<file path="config.mk">
export PLATFORM = sky130hd
export DESIGN_NAME = reorder_stage_ctrl_flat
export DESIGN_NICKNAME = d
export VERILOG_FILES = /design/src/rtl/reorder_stage_ctrl_pkg.sv /design/src/rtl/reorder_stage_ctrl_if.sv /design/src/rtl/reorder_stage_ctrl_watchdog.sv /design/src/rtl/reorder_stage_ctrl.sv /design/src/flat_wrapper.sv
export SDC_FILE = /design/constraint.sdc
export NUM_CORES = 1
export LEC_CHECK = 0
export BUFFER_PORTS_ARGS = -buffer_cell sky130_fd_sc_hd__buf_2
export CAP_MARGIN = 20
export CORE_ASPECT_RATIO = 0.5
export CORE_UTILIZATION = 35
export DETAILED_ROUTE_END_ITERATION = 10
export PLACE_DENSITY = 0.66
export SLEW_MARGIN = 0
export SYNTH_ARGS = -nofsm -noshare
export SYNTH_HDL_FRONTEND = slang
export SYNTH_HIERARCHICAL = 1
export SYNTH_SLANG_ARGS = --single-unit
</file>
<file path="constraint.sdc">
create_clock -name clk -period 4.5 [get_ports clk]
set_input_delay 0.675 -clock clk [delete_from_list [all_inputs] [get_ports clk]]
set_output_delay 0.675 -clock clk [all_outputs]
set_load 0.02 [all_outputs]
</file>
<file path="src/rtl/reorder_stage_ctrl_pkg.sv">
// rtl/reorder_stage_ctrl_pkg.sv - shared decode constants for the short-block reorder stage
//
// Purpose: constants and helpers shared by the reorder stage controller and
// any sibling stage controllers that walk (granule, channel) units.
//   NUM_GRANULES  granules per MPEG-1 frame
//   MODE_MONO     header channel-mode code for a single channel
//   BLOCK_SHORT   block_type code for short blocks
//   unit_idx()    packs (gr, ch) into the side-info unit index u = gr*2 + ch

package reorder_stage_ctrl_pkg;

  localparam int         NUM_GRANULES = 2;
  localparam logic [1:0] MODE_MONO    = 2'd3;
  localparam logic [1:0] BLOCK_SHORT  = 2'd2;

  // u = gr*2 + ch; with one bit each this is a plain concatenation.
  function automatic logic [1:0] unit_idx(input logic gr, input logic ch);
    return {gr, ch};
  endfunction

  function automatic logic is_short_block(input logic [1:0] block_type);
    return block_type == BLOCK_SHORT;
  endfunction

endpackage

</file>
<file path="src/rtl/reorder_stage_ctrl_if.sv">
// rtl/reorder_stage_ctrl_if.sv - pipeline, side-info and channel-unit signals of the reorder stage
//
// Purpose: bundles every non-clock signal of the reorder stage controller.
//   stage_ready / stage_done / stage_error / busy   pipeline handshake
//   header_mode, sideinfo_*_all                      frame header and side info
//   granule_bank_sel, ch_*                           per-unit selection to the channel unit
//   channel_ready / channel_done                     channel unit handshake
// Modports:
//   master  the controller's view
//   slave   the surrounding pipeline / channel unit view

interface reorder_stage_ctrl_if;

  logic       stage_ready;
  logic       stage_done;
  logic       stage_error;
  logic       busy;

  logic [1:0] header_mode;
  logic [7:0] sideinfo_block_type_all;
  logic [3:0] sideinfo_window_switching_all;
  logic [3:0] sideinfo_mixed_block_all;

  logic [1:0] granule_bank_sel;
  logic [1:0] ch_block_type;
  logic       ch_window_switching_flag;
  logic       ch_mixed_block_flag;
  logic       channel_ready;
  logic       channel_done;

  modport master (
    input  stage_ready,
    output stage_done,
    output stage_error,
    output busy,
    input  header_mode,
    input  sideinfo_block_type_all,
    input  sideinfo_window_switching_all,
    input  sideinfo_mixed_block_all,
    output granule_bank_sel,
    output ch_block_type,
    output ch_window_switching_flag,
    output ch_mixed_block_flag,
    output channel_ready,
    input  channel_done
  );

  modport slave (
    output stage_ready,
    input  stage_done,
    input  stage_error,
    input  busy,
    output header_mode,
    output sideinfo_block_type_all,
    output sideinfo_window_switching_all,
    output sideinfo_mixed_block_all,
    input  granule_bank_sel,
    input  ch_block_type,
    input  ch_window_switching_flag,
    input  ch_mixed_block_flag,
    input  channel_ready,
    output channel_done
  );

endinterface

</file>
<file path="src/rtl/reorder_stage_ctrl_watchdog.sv">
// rtl/reorder_stage_ctrl_watchdog.sv - cycle watchdog counter with clear, enable and expiry flag
//
// Purpose: counts enabled cycles since the last clear; expired is high while
// the count equals TIMEOUT_CYCLES-1, so a caller checking it on every enabled
// cycle allows exactly TIMEOUT_CYCLES enabled cycles before aborting.
// Ports:
//   clk, rst   clock, synchronous active-high reset
//   clr        zero the counter (has priority over en)
//   en         advance the counter by one
//   expired    count has reached TIMEOUT_CYCLES-1

module reorder_watchdog #(
  parameter int TIMEOUT_CYCLES = 4096,
  parameter int TIMER_W        = 13
) (
  input  logic clk,
  input  logic rst,
  input  logic clr,
  input  logic en,
  output logic expired
);

  logic [TIMER_W-1:0] count_q;
  logic [TIMER_W-1:0] count_d;

  always_comb begin
    count_d = count_q;
    if (clr) begin
      count_d = '0;
    end else if (en) begin
      count_d = count_q + TIMER_W'(1);
    end
  end

  always_ff @(posedge clk) begin
    if (rst) begin
      count_q <= '0;
    end else begin
      count_q <= count_d;
    end
  end

  assign expired = (count_q == TIMER_W'(TIMEOUT_CYCLES - 1));

endmodule

</file>
<file path="src/rtl/reorder_stage_ctrl.sv">
// rtl/reorder_stage_ctrl.sv - sequencer walking (granule, channel) units through the reorder channel unit
//
// Purpose: on stage_ready, visits every (gr, ch) unit of the frame (2 for mono,
// 4 otherwise); for each unit registers the bank select and side-info fields,
// pulses channel_ready, and waits for channel_done under a watchdog. Ends the
// frame with a stage_done pulse, stage_error flagging a watchdog abort.
// Ports:
//   clk, rst   clock, synchronous active-high reset
//   bus        reorder_stage_ctrl_if.master (handshakes, side info, unit selection)

module reorder_stage_ctrl
  import reorder_stage_ctrl_pkg::*;
#(
  parameter int TIMEOUT_CYCLES = 4096,
  parameter int TIMER_W        = 13
) (
  input logic                  clk,
  input logic                  rst,
  reorder_stage_ctrl_if.master bus
);

  localparam logic [2:0] ST_IDLE   = 3'd0;
  localparam logic [2:0] ST_SETUP  = 3'd1;
  localparam logic [2:0] ST_LAUNCH = 3'd2;
  localparam logic [2:0] ST_WAIT   = 3'd3;
  localparam logic [2:0] ST_NEXT   = 3'd4;
  localparam logic [2:0] ST_DONE   = 3'd5;

  logic [2:0] state_q, state_d;
  logic [1:0] nch_q, nch_d;
  logic       gr_q, gr_d;
  logic       ch_q, ch_d;
  logic       err_q, err_d;

  logic       busy_q, busy_d;
  logic       stage_done_q, stage_done_d;
  logic       stage_error_q, stage_error_d;
  logic       channel_ready_q, channel_ready_d;
  logic [1:0] granule_bank_sel_q, granule_bank_sel_d;
  logic [1:0] ch_block_type_q, ch_block_type_d;
  logic       ch_window_switching_flag_q, ch_window_switching_flag_d;
  logic       ch_mixed_block_flag_q, ch_mixed_block_flag_d;

  logic       wd_clr;
  logic       wd_en;
  logic       wd_expired;
  logic [1:0] unit;

  assign unit = unit_idx(gr_q, ch_q);

  reorder_watchdog #(
    .TIMEOUT_CYCLES (TIMEOUT_CYCLES),
    .TIMER_W        (TIMER_W)
  ) u_watchdog (
    .clk     (clk),
    .rst     (rst),
    .clr     (wd_clr),
    .en      (wd_en),
    .expired (wd_expired)
  );

  always_comb begin
    state_d                    = state_q;
    nch_d                      = nch_q;
    gr_d                       = gr_q;
    ch_d                       = ch_q;
    err_d                      = err_q;
    busy_d                     = busy_q;
    stage_done_d               = 1'b0;
    stage_error_d              = 1'b0;
    channel_ready_d            = 1'b0;
    // The channel unit decodes these combinationally for its whole run, so
    // they only ever change in SETUP.
    granule_bank_sel_d         = granule_bank_sel_q;
    ch_block_type_d            = ch_block_type_q;
    ch_window_switching_flag_d = ch_window_switching_flag_q;
    ch_mixed_block_flag_d      = ch_mixed_block_flag_q;
    wd_clr                     = 1'b0;
    wd_en                      = 1'b0;

    case (state_q)
      ST_IDLE: begin
        // channel_done is meaningless here and deliberately ignored.
        if (bus.stage_ready) begin
          nch_d   = (bus.header_mode == MODE_MONO) ? 2'd1 : 2'd2;
          gr_d    = 1'b0;
          ch_d    = 1'b0;
          err_d   = 1'b0;
          busy_d  = 1'b1;
          state_d = ST_SETUP;
        end
      end

      ST_SETUP: begin
        granule_bank_sel_d         = unit;
        ch_block_type_d            = bus.sideinfo_block_type_all[{unit, 1'b0} +: 2];
        ch_window_switching_flag_d = bus.sideinfo_window_switching_all[unit];
        ch_mixed_block_flag_d      = bus.sideinfo_mixed_block_all[unit];
        state_d                    = ST_LAUNCH;
      end

      ST_LAUNCH: begin
        channel_ready_d = 1'b1;
        wd_clr          = 1'b1;
        state_d         = ST_WAIT;
      end

      ST_WAIT: begin
        wd_en = 1'b1;
        // A completion arriving on the expiry cycle still counts as success.
        if (bus.channel_done) begin
          state_d = ST_NEXT;
        end else if (wd_expired) begin
          err_d   = 1'b1;
          state_d = ST_DONE;
        end
      end

      ST_NEXT: begin
        if ((2'(ch_q) + 2'd1) < nch_q) begin
          ch_d    = 1'b1;
          state_d = ST_SETUP;
        end else if ((32'(gr_q) + 32'd1) < 32'(NUM_GRANULES)) begin
          gr_d    = 1'b1;
          ch_d    = 1'b0;
          state_d = ST_SETUP;
        end else begin
          state_d = ST_DONE;
        end
      end

      ST_DONE: begin
        stage_done_d  = 1'b1;
        stage_error_d = err_q;
        busy_d        = 1'b0;
        err_d         = 1'b0;
        state_d       = ST_IDLE;
      end

      default: begin
        state_d = ST_IDLE;
      end
    endcase
  end

  always_ff @(posedge clk) begin
    if (rst) begin
      state_q                    <= ST_IDLE;
      nch_q                      <= 2'd0;
      gr_q                       <= 1'b0;
      ch_q                       <= 1'b0;
      err_q                      <= 1'b0;
      busy_q                     <= 1'b0;
      stage_done_q               <= 1'b0;
      stage_error_q              <= 1'b0;
      channel_ready_q            <= 1'b0;
      granule_bank_sel_q         <= 2'd0;
      ch_block_type_q            <= 2'd0;
      ch_window_switching_flag_q <= 1'b0;
      ch_mixed_block_flag_q      <= 1'b0;
    end else begin
      state_q                    <= state_d;
      nch_q                      <= nch_d;
      gr_q                       <= gr_d;
      ch_q                       <= ch_d;
      err_q                      <= err_d;
      busy_q                     <= busy_d;
      stage_done_q               <= stage_done_d;
      stage_error_q              <= stage_error_d;
      channel_ready_q            <= channel_ready_d;
      granule_bank_sel_q         <= granule_bank_sel_d;
      ch_block_type_q            <= ch_block_type_d;
      ch_window_switching_flag_q <= ch_window_switching_flag_d;
      ch_mixed_block_flag_q      <= ch_mixed_block_flag_d;
    end
  end

  assign bus.busy                     = busy_q;
  assign bus.stage_done               = stage_done_q;
  assign bus.stage_error              = stage_error_q;
  assign bus.channel_ready            = channel_ready_q;
  assign bus.granule_bank_sel         = granule_bank_sel_q;
  assign bus.ch_block_type            = ch_block_type_q;
  assign bus.ch_window_switching_flag = ch_window_switching_flag_q;
  assign bus.ch_mixed_block_flag      = ch_mixed_block_flag_q;

endmodule

</file>
<file path="src/flat_wrapper.sv">
// flat-port wrapper written by rule: the top's interface ports become plain ports
module reorder_stage_ctrl_flat import reorder_stage_ctrl_pkg::*;
#(
  parameter int TIMEOUT_CYCLES = 4096,
  parameter int TIMER_W        = 13
)
  (clk, rst, bus_stage_ready, bus_stage_done, bus_stage_error, bus_busy, bus_header_mode, bus_sideinfo_block_type_all, bus_sideinfo_window_switching_all, bus_sideinfo_mixed_block_all, bus_granule_bank_sel, bus_ch_block_type, bus_ch_window_switching_flag, bus_ch_mixed_block_flag, bus_channel_ready, bus_channel_done);
  reorder_stage_ctrl_if bus_i ();
  input logic clk;
  input logic rst;
  input wire logic [$bits(bus_i.stage_ready)-1:0] bus_stage_ready;
  output wire logic [$bits(bus_i.stage_done)-1:0] bus_stage_done;
  output wire logic [$bits(bus_i.stage_error)-1:0] bus_stage_error;
  output wire logic [$bits(bus_i.busy)-1:0] bus_busy;
  input wire logic [$bits(bus_i.header_mode)-1:0] bus_header_mode;
  input wire logic [$bits(bus_i.sideinfo_block_type_all)-1:0] bus_sideinfo_block_type_all;
  input wire logic [$bits(bus_i.sideinfo_window_switching_all)-1:0] bus_sideinfo_window_switching_all;
  input wire logic [$bits(bus_i.sideinfo_mixed_block_all)-1:0] bus_sideinfo_mixed_block_all;
  output wire logic [$bits(bus_i.granule_bank_sel)-1:0] bus_granule_bank_sel;
  output wire logic [$bits(bus_i.ch_block_type)-1:0] bus_ch_block_type;
  output wire logic [$bits(bus_i.ch_window_switching_flag)-1:0] bus_ch_window_switching_flag;
  output wire logic [$bits(bus_i.ch_mixed_block_flag)-1:0] bus_ch_mixed_block_flag;
  output wire logic [$bits(bus_i.channel_ready)-1:0] bus_channel_ready;
  input wire logic [$bits(bus_i.channel_done)-1:0] bus_channel_done;
  assign bus_i.stage_ready = bus_stage_ready;
  assign bus_stage_done = bus_i.stage_done;
  assign bus_stage_error = bus_i.stage_error;
  assign bus_busy = bus_i.busy;
  assign bus_i.header_mode = bus_header_mode;
  assign bus_i.sideinfo_block_type_all = bus_sideinfo_block_type_all;
  assign bus_i.sideinfo_window_switching_all = bus_sideinfo_window_switching_all;
  assign bus_i.sideinfo_mixed_block_all = bus_sideinfo_mixed_block_all;
  assign bus_granule_bank_sel = bus_i.granule_bank_sel;
  assign bus_ch_block_type = bus_i.ch_block_type;
  assign bus_ch_window_switching_flag = bus_i.ch_window_switching_flag;
  assign bus_ch_mixed_block_flag = bus_i.ch_mixed_block_flag;
  assign bus_channel_ready = bus_i.channel_ready;
  assign bus_i.channel_done = bus_channel_done;
  reorder_stage_ctrl #(.TIMEOUT_CYCLES(TIMEOUT_CYCLES), .TIMER_W(TIMER_W)) u_core (.clk(clk), .rst(rst), .bus(bus_i));
endmodule
</file>
==> results.ini, run 1 <==
[worst_setup_path]
required_ps = 4710
path_cells = and3b_1, nand4_4, or4_1, a21oi_1
cp-end-kind = flop
crit_fanout = 16
crit_type = reg2reg
cp_slowest_cell = dfxtp_1
critPathArrivalTime_ps = 2290
crit_buf_inv = 0
max_stage_delay_ps = 600
cp_top_family = simple AND/OR/NAND/NOR gates
start_kind = flop

[timing]
hold_violations = 0
finalMaxSlewViolations = 0
setup_tns_ps = 0
finalCriticalPeriod_ps = 2090
rsz0062_at_grt = false
setup_viol = 0
slew_headroom = 0.580
fmax_mhz = 479
skew_ps = 3.93
max_slew.worst_pin.slew_ps = 627
period_share = 0.464
hold_ws_ps = 457

[layout]
synthToLayoutAreaGrowth_pct = 18.7
n_antenna_cell = 0
drive_above_1_share = 0.285
final_nets = 210

[pwr]
ir_drop_mv = 0.107
pwr-share-clk = 0.379
seqPwrFrac = 0.516
internal_power_uw = 432
sw_frac_of_total = 0.242
powerDensity_nw_per_um2 = 326
p_switching_uw = 138
comb_power_share = 0.106
p_leak_nw = 0.678

[global_route]
grt_start_max_net_pins = 19
track_usage = 0.132
grt_pass1_wl_um = 4500
use_met2 = 0.206
grt_use_met1 = 0.174
antenna_found_initial = 0
grt_overflow = 0
grt_pass1_vias = 997
grt-busiest-layer = met2
grt_use_met3 = 0.0381

[floorplan]
initial_core_util = 0.371
die-area_um2 = 4480
die_h_um = 47.9
dieWidth_um = 93.7
coreArea_um2 = 3960
fp-row-count = 16
io_pins = 32

[clocking]
clock-sinks = 31
cts_root_buffer = clkbuf_8
cts_buffer_depth = 2
numCtsBuffers = 5
postCtsHoldBufs = 0
clkSlewWorstSetupHoldPaths_ps = 60
cts_resized = 0
cts_tree = yes
post_cts_buffers = 0
insertion_delay_ps = 280
h-tree-depth = 2

[routing]
drc = 0
drtIter0Drc = 32
avgViaCountPerCell = 5.24
wl_per_cell_um = 12.5
routed_wl_um = 2990
drtPass1Iterations = 4
detail-route-antenna-nets = 0
vias = 1257

[place]
hpwl_um = 2130
portBuffers = 31
gp_congestion = 0.787

[worst_hold_path]
hold_class = reg2reg

[synth]
yosys_warnings = 6
ys_seq_area_frac = 0.422
synth_area_um2 = 1470
synth_edf_count = 0
synthCells = 156
syn_avg_cell_area_um2 = 9.43
ys_ff_latch = 31
synthFlopType = dfxtp_1
ys_async_sr_fraction = 0
ys_top_cells_by_area = dfxtp_1, mux4_2, mux2i_1
synth_top_area_share = 0.422
yosysTopAreaCell = dfxtp_1
syn-num-nets = 180
synth_cell_types = 42

[status]
status = complete, no violations

[job]
cap_violations = 0

placed cells by master (no fill, tap or decap), drive strengths merged, types with 2 or more instances in the layout:
cell / netlist / routed
dfxtp: 31 / 31
nor3b: 4 / 4
mux4: 4 / 4
or4: 3 / 3
o31ai: 3 / 3
and2: 2 / 2
nor2: 14 / 14
nand4: 6 / 6
nor4: 2 / 2
nand2: 11 / 11
a21oi: 13 / 13
o21ai: 7 / 7
or3: 5 / 5
mux2i: 8 / 8
or4b: 2 / 2
buf: 4 / 31
inv: 4 / 4
nor3: 3 / 3
nand3: 3 / 3
or2: 3 / 3
clkbuf: 4 / 6
or3b: 2 / 2
xor2: 2 / 2
a31oi: 2 / 2
ha: 2 / 2
worst reg2reg max path: cells and delay by family (launching register included):
| family | cells | cell delay (ps) |
|---|---|---|
| compound gates | 1 | 170 |
| simple gates | 3 | 1240 |
| flops | 1 | 600 |
path summary, 6_finish.rpt:
check                          from                            to  slack (ps)  depth (start not counted)
setup reg to reg  u_core/state_q[0]  u_core/u_watchdog/count_q[9]        2410                          4
hold / removal         u_core/err_q        u_core/bus.stage_error         460                          1
setup / recovery  u_core/state_q[0]  u_core/u_watchdog/count_q[9]        2410                          4
hold reg to reg        u_core/err_q        u_core/bus.stage_error         460                          1
state kept, by name, indices dropped and copies added, names as in the netlist:
name	flops
u_core/bus.stage_error	1
u_core/u_watchdog/count_q	13
u_core/gr_q	1
u_core/bus.ch_mixed_block_flag	1
u_core/bus.channel_ready	1
u_core/err_q	1
u_core/bus.granule_bank_sel	2
u_core/state_q	3
u_core/bus.busy	1
u_core/nch_q	2
u_core/bus.ch_window_switching_flag	1
u_core/bus.stage_done	1
u_core/ch_q	1
u_core/bus.ch_block_type	2
cell families (layout without fill, tap and decap cells):
logic type | after synthesis | count (layout) | synth area share
AND/OR/NAND/NOR | 64 | 64 | 0.261
AO/OA/AOI/OAI | 32 | 32 | 0.133
flip-flops | 31 | 31 | 0.422
multiplexers | 12 | 12 | 0.116
buffers and inverters | 12 | 42 | 0.0340
XOR/XNOR | 3 | 3 | 0.0179
adder cells (fa/ha/maj) | 2 | 2 | 0.0170
through the flow:
stage	power [mW]	setup slack [ps]	instance area [um2]	cells	utilization
6_report	0.569	2410	1750	240	0.441
2_1_floorplan	0.340	2780	1470	156	-
3_3_place_gp	0.359	2540	1660	233	0.419
4_1_cts	0.576	2410	1750	240	0.441
5_1_grt	0.600	2270	1750	240	0.441
3_5_place_dp	0.360	2430	1660	233	0.419
layout make-up:
type,instances,area (um2)
sequential,31,621
fill,407,2220
clock inverter,1,5.00
clock buffer,6,82.6
tap,54,67.6
inverter,4,15.0
timing repair buffer,31,155
multi-input combinational,113,801
power groups by stage:
stage,clock network (mW),logic [mW],registers [mW]
2_1_floorplan,0,0.0405,0.299
3_3_place_gp,0,0.0601,0.298
3_5_place_dp,0,0.0610,0.299
4_1_cts,0.222,0.0611,0.293
5_1_grt,0.237,0.0676,0.295
6_report,0.215,0.0603,0.293
synthesized netlist by cell type (all sizes together) (5+ instances only):
master and instances:
nor2 14, dfxtp 31, o21ai 7, or3 5, mux2i 8, nand2 11, a21oi 13, nand4 6
routing by layer:
layer | up-vias | routed length [um]
met1 | 590 | 1480
met4 | 0 | 40
met2 | 26 | 1350
met3 | 5 | 124
met5 | - | 0
li1 | 636 | -
No activity file was read; power rests on OpenSTA's default activity.
==> run 2: changes to the inputs <==
ABC_AREA = 1   (was not set)
clock period = 2.07 ns   (was 4.5 ns; I/O delays follow)
==> results.ini, run 2 <==
[clocking]
cts_root_buffer = clkbuf_8
cts_buffer_depth = 2  ; unchanged
clock-sinks = 31  ; unchanged
insertion_delay_ps = 280  ; about the same
clkSlewWorstSetupHoldPaths_ps = 60  ; about the same
cts_tree = yes
cts_resized = 0  ; unchanged
numCtsBuffers = 5  ; unchanged
postCtsHoldBufs = 0  ; unchanged
post_cts_buffers = 0  ; unchanged
h-tree-depth = 2  ; unchanged

[routing]
detail-route-antenna-nets = 0  ; unchanged
drc = 0  ; unchanged
drtIter0Drc = 50  ; +56%
vias = 1492  ; +19%
drtPass1Iterations = 5  ; +1
wl_per_cell_um = 10.0  ; -19%
avgViaCountPerCell = 4.58  ; -13%
routed_wl_um = 3270  ; +9.4%

[worst_setup_path]
cp-end-kind = flop
crit_fanout = 10  ; -6
max_stage_delay_ps = 360  ; -240 ps
cp_top_family = simple AND/OR/NAND/NOR gates
crit_type = reg2reg
r2r_end = u_core/u_watchdog/count_q[5]
crit_buf_inv = 3  ; +3
r2r_cells = 8  ; +4
critPathArrivalTime_ps = 1650  ; -640 ps
rrSetupSlack_ps = 590  ; -1820 ps
required_ps = 2240  ; -2470 ps
start_kind = flop
cp_slowest_cell = dfxtp_1
path_cells = inv_2, nand3_1, inv_1, inv_1, nor2_1, nand2_1, nand2_1, a21oi_1
timing.rr.start = u_core/state_q[2]

[pwr]
p_switching_uw = 357  ; +160%
internal_power_uw = 969  ; +120%
sw_frac_of_total = 0.269  ; +0.0276
pwr-share-clk = 0.352  ; -0.027
comb_power_share = 0.156  ; +0.050
p_leak_nw = 0.903  ; +33%
powerDensity_nw_per_um2 = 705  ; +120%
seqPwrFrac = 0.493  ; -0.023
ir_drop_mv = 0.273  ; +150%

[timing]
finalCriticalPeriod_ps = 1480  ; -608 ps
setup_viol = 0  ; unchanged
skew_ps = 6.31  ; +2.38 ps
setup_tns_ps = 0  ; unchanged
slew_headroom = 0.680  ; +0.0997
fmax_mhz = 677  ; +41%
rsz0062_at_grt = false
hold_violations = 0  ; unchanged
max_slew.worst_pin.slew_ps = 479  ; -148 ps
period_share = 0.714  ; +0.250
finalMaxSlewViolations = 0  ; unchanged

[layout]
synthToLayoutAreaGrowth_pct = 17.7
regMostFlops = u_core/u_watchdog/count_q
drive_above_1_share = 0.191  ; -0.0938
final_nets = 296  ; +41%
largestRegisters = u_core/u_watchdog/count_q x13, u_core/state_q x3
final_common_cell = nand2_1
multi_input_area_um2 = 802  ; +0.16%
n_antenna_cell = 0  ; unchanged
final_cell_mix = nand2_1, nor2_1, inv_1, buf_2, dfxtp_1
regArea_um2 = 621  ; unchanged
largest_reg_flops = 13  ; unchanged
fill_cells = 417  ; +2.5%
utilization = 0.456  ; +0.0150

[worst_hold_path]
hold_class = in2reg
whs_path_depth = 5  ; +4
hp-start = bus_sideinfo_block_type_all[1]
hold-path-endpoint = u_core/bus.ch_block_type[1]

[place]
gp_congestion = 0.841  ; +6.8%
hpwl_um = 2470  ; +16%
portBuffers = 31  ; unchanged

[synth]
ys_async_sr_fraction = 0  ; unchanged
synth_cell_types = 25  ; -40%
synth_common_cells = nand2_1, nor2_1, inv_1, dfxtp_1, nand3_1
synth_top_family_by_area = simple AND/OR/NAND/NOR gates
synthXorXnorAreaFrac = 0  ; -0.0179
synth_mux_area_frac = 0  ; -0.116
synth_edf_count = 0  ; unchanged
ys_top_cells_by_area = dfxtp_1, nand2_1, nor2_1
synthCells = 237  ; +52%
synth_fa_ha_area_frac = 0.0157  ; -0.00133
synth_top_area_share = 0.389  ; -0.0331
synth_area_um2 = 1600  ; +8.5%
yosysTopAreaCell = dfxtp_1
syn-num-nets = 261  ; +45%
synth-simple-area-share = 0.349  ; +0.0877
syn_avg_cell_area_um2 = 6.74  ; -29%
ys_seq_area_frac = 0.389  ; -0.0331
synthFlopType = dfxtp_1
yosys_warnings = 6  ; unchanged
ys_ff_latch = 31  ; unchanged
synth_compound_area_frac = 0.138  ; +0.00528
yosysMostFrequentCell = nand2_1

[global_route]
grt_pass1_vias = 1348  ; +35%
grt_use_met1 = 0.185  ; +0.0119
grt_use_met3 = 0.0496  ; +0.0116
grt_start_max_net_pins = 14  ; -5
grt-busiest-layer = met2
grt_pass1_wl_um = 5710  ; +27%
antenna_found_initial = 0  ; unchanged
use_met2 = 0.235  ; +0.0296
track_usage = 0.150  ; +0.0179
grt_overflow = 0  ; unchanged

[floorplan]
coreArea_um2 = 4120  ; +4.0%
fp-row-count = 16  ; unchanged
initial_core_util = 0.387  ; +0.0159
dieWidth_um = 97.5  ; +4.1%
die-area_um2 = 4850  ; +8.2%
die_h_um = 49.8  ; +4.0%
io_pins = 32  ; unchanged

[job]
cap_violations = 0  ; unchanged

[status]
status = complete, no violations

==> run 2: cell count changes after synthesis, moves of 4 or more <==
cell      previous run  this run
mux2i_1              8         0
a21oi_1             13        17
inv_1                4        32
nor2_1              14        40
o21ai_0              7        14
clkbuf_1             4         0
o21a_1               1         5
inv_2                0         4
mux4_2               4         0
nand3_1              3        19
nand2_1             11        49
==> run 2: power by group through the flow <==
stage	clock (mW)	combinational (mW)	sequential [mW]
4_1_cts	0.493	0.208	0.654
3_3_place_gp	0	0.204	0.665
3_5_place_dp	0	0.208	0.667
6_report	0.466	0.206	0.653
2_1_floorplan	0	0.128	0.688
5_1_grt	0.519	0.235	0.658
==> run 2: tightest hold or removal path: stages <==
cell and delay (ps):
buf_2 70, o21ai_0 60, nand3_1 60, nand2_1 40
inv_1 40
==> run 2: per-layer routing <==
layer,wire [um],vias up
li1,-,820
met1,1590,647
met2,1510,20
met3,136,5
met4,38,0
met5,0,-
==> run 2: how the worst max path moves through the flow <==
stage | start | to | slack (ps) | cells after the start
6_report | u_core/state_q[2] | u_core/u_watchdog/count_q[5] | 590 | 8
5_1_grt | u_core/state_q[2] | u_core/u_watchdog/count_q[11] | 400 | 10
4_1_cts | u_core/state_q[2] | u_core/u_watchdog/count_q[5] | 610 | 8
3_5_place_dp | u_core/state_q[2] | u_core/u_watchdog/count_q[5] | 600 | 8
3_3_place_gp | u_core/state_q[2] | u_core/u_watchdog/count_q[8] | 670 | 8
2_1_floorplan | u_core/state_q[2] | u_core/u_watchdog/count_q[6] | 770 | 8
==> run 2: cell type report <==
class,instances,share of cell area
multi-input combinational,165,0.427
sequential,31,0.330
timing repair buffer,32,0.0866
inverter,37,0.0739
clock buffer,6,0.0439
tap,54,0.0360
clock inverter,1,0.00266
==> run 2: cell families (layout without fill, tap and decap cells) <==
group                    Yosys count  count (layout)
adder cells (fa/ha/maj)            2               2
buffers and inverters             41              76
flip-flops                        31              31
AO/OA/AOI/OAI                     40              40
AND/OR/NAND/NOR                  123             123
==> run 2: per-stage QoR <==
step	area [um2]	worst slack [ps]	hold WS [ps]	power (mW)	cells
after floorplan	1600	772	421	0.816	237
after global placement	1790	668	436	0.870	319
after detailed placement	1790	603	442	0.875	319
after CTS	1880	612	337	1.35	326
after global routing	1880	400	347	1.41	326
final	1880	593	337	1.33	326
